`src/rtl/io_uart_tx.sv`:
```
// io_uart_tx: memory-mapped 8N1 UART transmitter with a small byte FIFO.
// Registers: DATA at BASE_ADDR, STATUS at BASE_ADDR+1, CTRL at BASE_ADDR+2.
// Optional interrupt output enabled by defining UART_TX_IRQ_EN.
module io_uart_tx #(
  parameter logic [15:0] BASE_ADDR = 16'h0080,
  parameter int unsigned CLK_DIV   = 1250,
  parameter int unsigned FIFO_AW   = 3
) (
  input  logic        clk,
  input  logic        rst_n,
  input  logic [7:0]  din,
  input  logic [15:0] w_addr,
  input  logic        w_en,
  input  logic [15:0] r_addr,
  input  logic        r_en,
  output logic [7:0]  dout,
  output logic        tx
`ifdef UART_TX_IRQ_EN
  ,
  output logic        irq
`endif
);

  localparam int unsigned DEPTH = 1 << FIFO_AW;
  localparam logic [15:0] STATUS_ADDR = BASE_ADDR + 16'd1;
  localparam logic [15:0] CTRL_ADDR   = BASE_ADDR + 16'd2;
  localparam logic [15:0] BAUD_LAST   = 16'(CLK_DIV - 1);

  typedef enum logic [1:0] {S_IDLE, S_START, S_DATA, S_STOP} state_t;

  state_t             state_q, state_d;
  logic [15:0]        cnt_q, cnt_d;
  logic [2:0]         bit_q, bit_d;
  logic [7:0]         shift_q, shift_d;
  logic               tx_q, tx_d;
  logic [7:0]         dout_q, dout_d;
  logic [FIFO_AW:0]   wr_ptr_q, wr_ptr_d, rd_ptr_q, rd_ptr_d;
  logic               ovf_q, ovf_d;
  logic               tx_en_q, tx_en_d;
  logic [7:0]         mem_q [DEPTH];

  logic [FIFO_AW:0]   count;
  logic               full, empty, busy, pop, push, flush, baud_done;
  logic               wr_data_hit, wr_status_hit, wr_ctrl_hit;
  logic               ctrl_irq_bit;

`ifdef UART_TX_IRQ_EN
  logic irq_en_q, irq_en_d, irq_q, irq_d;
  assign irq          = irq_q;
  assign ctrl_irq_bit = irq_en_q;
`else
  assign ctrl_irq_bit = 1'b0;
`endif

  assign wr_data_hit   = w_en && (w_addr == BASE_ADDR);
  assign wr_status_hit = w_en && (w_addr == STATUS_ADDR);
  assign wr_ctrl_hit   = w_en && (w_addr == CTRL_ADDR);

  assign count     = wr_ptr_q - rd_ptr_q;
  assign full      = (count == (FIFO_AW+1)'(DEPTH));
  assign empty     = (count == '0);
  assign busy      = (state_q != S_IDLE) || !empty;
  assign pop       = (state_q == S_IDLE) && !empty && tx_en_q;
  assign push      = wr_data_hit && (!full || pop);
  assign flush     = wr_ctrl_hit && din[1];
  assign baud_done = (cnt_q == BAUD_LAST);

  assign tx   = tx_q;
  assign dout = dout_q;

  // Next-state for FIFO pointers, control/status bits and the read port.
  always_comb begin
    wr_ptr_d = wr_ptr_q + (FIFO_AW+1)'(push);
    rd_ptr_d = rd_ptr_q + (FIFO_AW+1)'(pop);
    // Flush drops everything still queued; a byte popped this cycle is already in the shifter.
    if (flush) rd_ptr_d = wr_ptr_d;
    ovf_d = ovf_q;
    if (wr_status_hit) ovf_d = 1'b0;
    if (wr_data_hit && !push) ovf_d = 1'b1;
    tx_en_d = tx_en_q;
    if (wr_ctrl_hit) tx_en_d = din[0];
`ifdef UART_TX_IRQ_EN
    irq_en_d = irq_en_q;
    if (wr_ctrl_hit) irq_en_d = din[2];
`endif
    dout_d = dout_q;
    if (r_en) begin
      if (r_addr == STATUS_ADDR)    dout_d = {4'b0, ovf_q, busy, empty, full};
      else if (r_addr == CTRL_ADDR) dout_d = {5'b0, ctrl_irq_bit, 1'b0, tx_en_q};
      else                          dout_d = 8'h00;
    end
  end

  // Serialiser next-state: frame sequencing, baud counter and tx level.
  always_comb begin
    state_d = state_q;
    cnt_d   = cnt_q + 16'd1;
    bit_d   = bit_q;
    shift_d = shift_q;
    case (state_q)
      S_IDLE: begin
        cnt_d = '0;
        if (pop) begin
          shift_d = mem_q[rd_ptr_q[FIFO_AW-1:0]];
          state_d = S_START;
        end
      end
      S_START: begin
        if (baud_done) begin
          cnt_d   = '0;
          bit_d   = '0;
          state_d = S_DATA;
        end
      end
      S_DATA: begin
        if (baud_done) begin
          cnt_d = '0;
          if (bit_q == 3'd7) begin
            state_d = S_STOP;
          end else begin
            shift_d = shift_q >> 1;
            bit_d   = bit_q + 3'd1;
          end
        end
      end
      default: begin
        if (baud_done) begin
          cnt_d   = '0;
          state_d = S_IDLE;
        end
      end
    endcase
    // tx is registered from the next state so the line is glitch-free.
    case (state_d)
      S_START: tx_d = 1'b0;
      S_DATA:  tx_d = shift_d[0];
      default: tx_d = 1'b1;
    endcase
`ifdef UART_TX_IRQ_EN
    irq_d = irq_en_d && (wr_ptr_d == rd_ptr_d) && (state_d == S_IDLE);
`endif
  end

  // State registers with asynchronous reset.
  always_ff @(posedge clk or negedge rst_n) begin
    if (!rst_n) begin
      state_q  <= S_IDLE;
      cnt_q    <= '0;
      bit_q    <= '0;
      shift_q  <= '0;
      tx_q     <= 1'b1;
      dout_q   <= '0;
      wr_ptr_q <= '0;
      rd_ptr_q <= '0;
      ovf_q    <= 1'b0;
      tx_en_q  <= 1'b1;
`ifdef UART_TX_IRQ_EN
      irq_en_q <= 1'b0;
      irq_q    <= 1'b0;
`endif
    end else begin
      state_q  <= state_d;
      cnt_q    <= cnt_d;
      bit_q    <= bit_d;
      shift_q  <= shift_d;
      tx_q     <= tx_d;
      dout_q   <= dout_d;
      wr_ptr_q <= wr_ptr_d;
      rd_ptr_q <= rd_ptr_d;
      ovf_q    <= ovf_d;
      tx_en_q  <= tx_en_d;
`ifdef UART_TX_IRQ_EN
      irq_en_q <= irq_en_d;
      irq_q    <= irq_d;
`endif
    end
  end

  // FIFO storage; contents are only meaningful between the pointers.
  always_ff @(posedge clk) begin
    if (push) mem_q[wr_ptr_q[FIFO_AW-1:0]] <= din;
  end

endmodule

```
`config.mk`:
```
export PLATFORM = sky130hd
export DESIGN_NAME = io_uart_tx
export DESIGN_NICKNAME = d
export VERILOG_FILES = /design/src/rtl/io_uart_tx.sv
export SDC_FILE = /design/constraint.sdc
export NUM_CORES = 1
export LEC_CHECK = 0
export ABC_AREA = 1
export BUFFER_PORTS_ARGS = -buffer_cell sky130_fd_sc_hd__buf_2
export CAP_MARGIN = 20
export CORE_MARGIN = 2
export CORE_UTILIZATION = 50
export DETAILED_ROUTE_END_ITERATION = 12
export PLACE_DENSITY = 0.69
export SYNTH_ARGS = -nofsm -noshare
export SYNTH_HDL_FRONTEND = slang
export SYNTH_SLANG_ARGS = --single-unit
```
`constraint.sdc`:
```
create_clock -name clk -period 3.9 [get_ports clk]
set_clock_uncertainty 0.2 [all_clocks]
set_input_delay 0.195 -clock clk [delete_from_list [all_inputs] [get_ports clk]]
set_output_delay 0.195 -clock clk [all_outputs]
set_load 0.02 [all_outputs]
```
# Word level (Yosys, flattened, before mapping)

Memories as Yosys holds them, arrays and structs flattened.
Cells that the tools add are included.

Register bits: 48
Bits in writable memories: 64
Input port bits: 44
Output and inout port bits: 9
Word-level logic and storage cells: 78
Memories: 1

Memories:

| memory | depth | width | read ports | clocked after Yosys merged registers in | wr ports | line | RTL |
|---|---|---|---|---|---|---|---|
| mem_q  | 8     | 8     | 1          | 0                                       | 1        | 40   | `logic [7:0] mem_q [DEPTH];` |

Add/sub/neg operators: 5
Equality and inequality tests: 16
Mux-type cells: 24
Reductions and logical operators: 21

Operators by type and width:

| operator                                                                | number |
|---|---|
| 16-bit by 8-bit equality test with 1-bit output, second input constant  | 5 |
| 16-bit two-way mux                                                      | 2 |
| 8-bit two-way mux                                                       | 3 |
| 16-bit by 1-bit adder with 16-bit output, second input constant         | 1 |
| 16-bit by 11-bit equality test with 1-bit output, second input constant | 1 |
| 8-bit case mux with 2 select lines                                      | 1 |
| 2-bit two-way mux                                                       | 5 |
| 3-bit two-way mux                                                       | 3 |
| 4-bit by 1-bit adder with 4-bit output                                  | 2 |
| 1-bit logical AND                                                       | 8 |
| 4-bit two-way mux                                                       | 2 |
| 2-bit != test, second input constant                                    | 4 |
| 4-bit AND reduction                                                     | 2 |
| 2-bit nonzero test                                                      | 4 |
| 2-bit case mux with 3 select lines                                      | 1 |
| 3-bit case mux with 2 select lines                                      | 1 |
| 1-bit two-way mux                                                       | 5 |
| 2-bit by 1-bit equality test with 1-bit output, second input constant   | 2 |
| 2-bit equality test, second input constant                              | 2 |
| 4-bit equality test, second input constant                              | 1 |
| 4-bit logical NOT                                                       | 1 |
| 4-bit subtractor                                                        | 1 |
| 3-bit by 1-bit adder with 3-bit output, second input constant           | 1 |
| 3-bit equality test, second input constant                              | 1 |
| 4 further kinds                                                         | 7 |

# Logic depth before layout (Yosys ltp)

Depth after elaboration: 10
Depth in mapped cells: 18
Mapped depth without buffers: 18

# Worst setup path before layout

No wires, ideal clock.

Kind: register to register
Start: reg rd_ptr_q[1]
End: mem mem_q[1][0], enable pin
Library setup time: 370 ps
Arrival: 2217 ps
Data required time: 3330 ps
Path slack: 1113 ps
Stages on the path, launching flop included: 15
Buffers on the path: 1
Cells stage by stage: dfrtp_1 inv_1 clkbuf_1 ha_1 nand2_1 nand2_1 nand3_1 nand2_1 nand2_1 nand2_4 nand2_1 nand2_1 inv_2 nand2_1 nor2_1

Longest elaborated chain between the ends: 9

Ends and longest elaborated chain:

| what                                      | line | RTL |
|---|---|---|
| from (decl)                               | 37   | `logic [FIFO_AW:0] wr_ptr_q, wr_ptr_d, rd_ptr_q, rd_ptr_d;` |
| from (signal assigned)                    | 169  | `rd_ptr_q <= rd_ptr_d;` |
| 4-bit subtractor *                        | 59   | `assign count = wr_ptr_q - rd_ptr_q;` |
| 4-bit logical NOT                         | 61   | `assign empty = (count == '0);` |
| 1-bit logical NOT                         | 63   | `assign pop = (state_q == S_IDLE) && !empty && tx_en_q;` |
| 1-bit logical AND (2 in a row)            | 63   |  |
| 1-bit logical OR *                        | 64   | `assign push = wr_data_hit && (!full \|\| pop);` |
| 1-bit logical AND *                       | 64   |  |
| 1-bit two-way mux *                       | 181  | `if (push) mem_q[wr_ptr_q[FIFO_AW-1:0]] <= din;` |
| 1-bit two-way mux (implied by the code) * | 181  |  |
| to (decl)                                 | 40   |  |

Every way passes the cells marked *; elsewhere a longest branch is shown, timed or not.

# Final worst setup path

Start: reg rd_ptr_q[2]
End: mem mem_q[0][0], enable pin

Same word-level chain as after synthesis.

==> metrics.txt <==
# TYPE chip_impl_metric gauge
chip_impl_metric{name="port_buffers",unit=""} 48
chip_impl_metric{name="numClockSinks",unit=""} 108
chip_impl_metric{name="drt-total-wl",unit="µm"} 10900
chip_impl_metric{name="via_per_inst",unit=""} 5.24
chip_impl_info{name="synth_area_leader_cell",value="sky130_fd_sc_hd__edfxtp_1"} 1
chip_impl_metric{name="clock.fmax",unit="GHz"} 0.305
chip_impl_metric{name="synth.mux.area_fraction",unit=""} 0
chip_impl_info{name="ctsRootBufferMaster",value="sky130_fd_sc_hd__clkbuf_8"} 1
chip_impl_metric{name="netlist_area_pre_place",unit="µm²"} 5120
chip_impl_metric{name="groute.usage.overall",unit=""} 0.207
chip_impl_metric{name="worstRegToRegCells",unit=""} 12
chip_impl_info{name="synthMostInstantiatedCell",value="sky130_fd_sc_hd__nand2_1"} 1
chip_impl_info{name="hold_class",value="primary input to register"} 1
chip_impl_metric{name="grt_pass1_vias",unit=""} 3866
chip_impl_metric{name="synthesized_area_fraction_occupied_by_ao_oa_aoi_and_oai_cells",unit=""} 0.0623
chip_impl_metric{name="ys_ff_latch",unit=""} 108
chip_impl_info{name="worst_setup_path_startpoint",value="rd_ptr_q[2]"} 1
chip_impl_info{name="regToRegStartpoint",value="rd_ptr_q[2]"} 1
chip_impl_metric{name="largest_net_degree_at_the_start_of_global_routing",unit=""} 45
chip_impl_metric{name="floorplan.io_pins",unit=""} 53
chip_impl_metric{name="leakage_power_of_the_design",unit="nW"} 2.56
chip_impl_metric{name="post-cts-setup-buffer-count",unit=""} 0
chip_impl_metric{name="utilization",unit=""} 0.594
chip_impl_metric{name="worst_setup_hold_path_clk_slew",unit="ps"} 100
chip_impl_metric{name="postCtsHoldBufs",unit=""} 16
chip_impl_info{name="cts_tree",value="done"} 1
chip_impl_metric{name="drtAntennaViolNets",unit=""} 0
chip_impl_metric{name="drt-wirelength-per-cell",unit="µm"} 14.7
chip_impl_metric{name="post_synth_inst_count",unit=""} 537
chip_impl_metric{name="detailedRoute.firstPassIterationCount",unit=""} 4
chip_impl_metric{name="setup_violations",unit=""} 0
chip_impl_metric{name="final_max_slew_viol_count",unit=""} 0
chip_impl_metric{name="seq_area_frac_synth",unit=""} 0.590
chip_impl_metric{name="synth-simple-area-share",unit=""} 0.259
chip_impl_metric{name="design.core.area",unit="µm²"} 9860
chip_impl_info{name="setup.worst_path.start_class",value="register"} 1
chip_impl_metric{name="post-route-period-util",unit=""} 0.840
chip_impl_metric{name="vdd_ir_drop_max",unit="mV"} 0.296
chip_impl_info{name="holdCritStartpoint",value="r_addr[2]"} 1
chip_impl_metric{name="worstPathArrival",unit="ps"} 3090
chip_impl_metric{name="synthDistinctLibCells",unit=""} 41
chip_impl_metric{name="fp-row-count",unit=""} 36
chip_impl_metric{name="number_of_antenna_violations_at_the_first_check_in_global_routing",unit=""} 0
chip_impl_metric{name="gp_congestion",unit=""} 0.877
chip_impl_metric{name="initialDrtViolationCount",unit=""} 217
chip_impl_metric{name="ctsResizeCount",unit=""} 0
chip_impl_metric{name="mean_instance_size_in_the_synthesized_netlist",unit="µm²"} 9.54
chip_impl_info{name="dominant_combinational_cell_family_by_area_after_synthesis",value="simple AND/OR/NAND/NOR gates"} 1
chip_impl_metric{name="hold_ws",unit="ps"} 14.2
chip_impl_info{name="synth.top_cells.by_area",value="sky130_fd_sc_hd__edfxtp_1 38%, sky130_fd_sc_hd__dfrtp_1 21%, sky130_fd_sc_hd__nand2_1 11%"} 1
chip_impl_info{name="timing_worst_setup_path_type",value="register to register"} 1
chip_impl_metric{name="synthXorXnorAreaFrac",unit=""} 0.0120
chip_impl_metric{name="netlist.area_leader.share",unit=""} 0.375
chip_impl_metric{name="number_of_nets_in_the_final_layout",unit=""} 661
chip_impl_info{name="synth.cells.most_frequent",value="146 x sky130_fd_sc_hd__nand2_1, 64 x sky130_fd_sc_hd__edfxtp_1, 54 x sky130_fd_sc_hd__nor2_1, 51 x sky130_fd_sc_hd__nand3_1, 42 x sky130_fd_sc_hd__dfrtp_1"} 1
chip_impl_metric{name="ys_async_sr_fraction",unit=""} 0.407
chip_impl_metric{name="syn2layout_area_growth",unit="%"} 14.4
chip_impl_metric{name="layout-drive-gt1-share",unit=""} 0.157
chip_impl_metric{name="yosys_warnings",unit=""} 0
chip_impl_metric{name="critPathMaxFanout",unit=""} 12
chip_impl_metric{name="power-per-cell-area",unit="nW/µm²"} 331
chip_impl_metric{name="grt_pass1_wl",unit="µm"} 18100
chip_impl_info{name="grt_setup_unrepaired",value="false"} 1
chip_impl_metric{name="placed_area",unit="µm²"} 5500
chip_impl_metric{name="hold-path-cell-count",unit=""} 4
chip_impl_metric{name="synthAdderAreaFrac",unit=""} 0.0269
chip_impl_metric{name="insertedDiodeCount",unit=""} 0
chip_impl_metric{name="setup-tns-final",unit="ps"} 0
chip_impl_metric{name="max-clock-path-buffers",unit=""} 2
chip_impl_metric{name="finalInstanceArea",unit="µm²"} 5860
chip_impl_metric{name="cts_inserted_buffers",unit=""} 9
chip_impl_metric{name="dp.final_hpwl",unit="µm"} 7780
chip_impl_info{name="run_status",value="completed"} 1
chip_impl_metric{name="die_y",unit="µm"} 105
chip_impl_metric{name="max-cap-violations",unit=""} 0
chip_impl_metric{name="cp_data_required_time",unit="ps"} 3720
chip_impl_metric{name="synth-edff-count",unit=""} 64
chip_impl_metric{name="drcViolationCount",unit=""} 0
chip_impl_metric{name="min_period",unit="ps"} 3280
chip_impl_metric{name="floorplan.die_area",unit="µm²"} 11100
chip_impl_metric{name="clock_latency",unit="ps"} 370
chip_impl_metric{name="detailroute.via_count",unit=""} 3896
chip_impl_metric{name="die-width",unit="µm"} 105
chip_impl_metric{name="cts.htree.levels",unit=""} 3
chip_impl_metric{name="grt_overflow",unit=""} 0
chip_impl_info{name="synth_top_flop_cell",value="sky130_fd_sc_hd__edfxtp_1"} 1
chip_impl_metric{name="final_hold_viol_count",unit=""} 0
chip_impl_metric{name="max_slew_margin",unit=""} 0.575
chip_impl_metric{name="worst_pin_slew",unit="ps"} 636
chip_impl_metric{name="effective_utilization_at_floorplan",unit=""} 0.519
chip_impl_info{name="setup.worst_path.end_class",value="register"} 1
flip-flops by register name (all words and copies together) (netlist names):
| register | count |
|---|---|
| mem_q | 64 |
| cnt_q | 16 |
| shift_q | 8 |
| dout | 4 |
| rd_ptr_q | 4 |
| wr_ptr_q | 4 |
| bit_q | 3 |
| state_q | 2 |
| ovf_q | 1 |
| tx | 1 |
| tx_en_q | 1 |
cell usage in the layout (no fill, tap or decap), types with 4 or more instances in the layout:
cell                            synthesis  layout
sky130_fd_sc_hd__nor3_1                 6       6
sky130_fd_sc_hd__nand4_1                4       4
sky130_fd_sc_hd__and3_1                 5       5
sky130_fd_sc_hd__inv_2                  5       5
sky130_fd_sc_hd__conb_1                 1       4
sky130_fd_sc_hd__a21oi_1               23      23
sky130_fd_sc_hd__dfrtp_1               42      42
sky130_fd_sc_hd__nor2_1                54      54
sky130_fd_sc_hd__o21ai_0               21      21
sky130_fd_sc_hd__clkbuf_8               0       9
sky130_fd_sc_hd__nand2_4                4       4
sky130_fd_sc_hd__o211ai_1               6       6
sky130_fd_sc_hd__ha_1                  11      11
sky130_fd_sc_hd__inv_1                 40      40
sky130_fd_sc_hd__nor2_2                 5       5
sky130_fd_sc_hd__dlygate4sd3_1          0      16
sky130_fd_sc_hd__buf_2                  5      48
sky130_fd_sc_hd__edfxtp_1              64      64
sky130_fd_sc_hd__nand3_1               51      51
sky130_fd_sc_hd__nand2_1              146     146
sky130_fd_sc_hd__buf_4                  4       5
sky130_fd_sc_hd__xor2_1                 6       6
final timing paths:
path / to / slack (ps)
setup / recovery: mem_q[0][0] / 620
hold / removal: dout[2] / 10
setup reg to reg: mem_q[0][0] / 620
hold reg to reg: dout[2] / 300
max in group asynchronous: tx_en_q / 2840
min in group asynchronous: cnt_q[7] / 90
layout make-up:
class,count,area (µm²)
well taps,133,166
fillers,836,4000
flip-flops and latches,108,3030
clock buffers,9,124
repair buffers,70,458
clock inverters,7,57.6
multi-input cells,371,1860
inverters,46,174
report_power, final:
group	internal [mW]	leakage (nW)	switching, mW
Sequential	1.21	1.17	0.000614
Combinational	0.0304	1.29	0.0418
Clock	0.246	0.0959	0.409
logic make-up (layout without fill, tap and decap cells):
logic type                 count (synthesis)  count (layout)
AOI/OAI and AO/OA                         57              57
xor gates and xnor gates                   7               7
adders and majority gates                 11              11
buffers and inverters                     61             132
DFF                                      108             108
other                                      1               4
and+or+nand+nor                          292             292
metal layers:
layer  share of wire  up-vias  track usage
met4           0.022        0       0.0667
li1                -     1931            -
met2            0.52      112        0.376
met1            0.42     1828        0.244
met5               0        -            0
met3           0.042       25       0.0421
worst max-delay path, cell delays in order, from the launching register on:
cell                      delay [ps]
sky130_fd_sc_hd__dfrtp_1         620
sky130_fd_sc_hd__inv_1           240
sky130_fd_sc_hd__ha_1            360
sky130_fd_sc_hd__or2_1           240
sky130_fd_sc_hd__nand3_1          80
sky130_fd_sc_hd__nand2_1          60
sky130_fd_sc_hd__nand2_1         150
sky130_fd_sc_hd__nand2_4         110
sky130_fd_sc_hd__nand2_1          90
sky130_fd_sc_hd__nand2_1          70
sky130_fd_sc_hd__inv_2            70
sky130_fd_sc_hd__nand2_1         110
sky130_fd_sc_hd__nor2_1          520
per-stage QoR:
stage / setup WS, ps / std cells / power (mW)
after global placement: 739 / 711 / 1.30
after detailed placement: 669 / 711 / 1.30
after floorplan: 1110 / 540 / 1.26
final: 624 / 744 / 1.94
after global routing: 329 / 744 / 2.01
after CTS: 653 / 743 / 1.95
No activity file was read; power rests on OpenSTA's default activity.
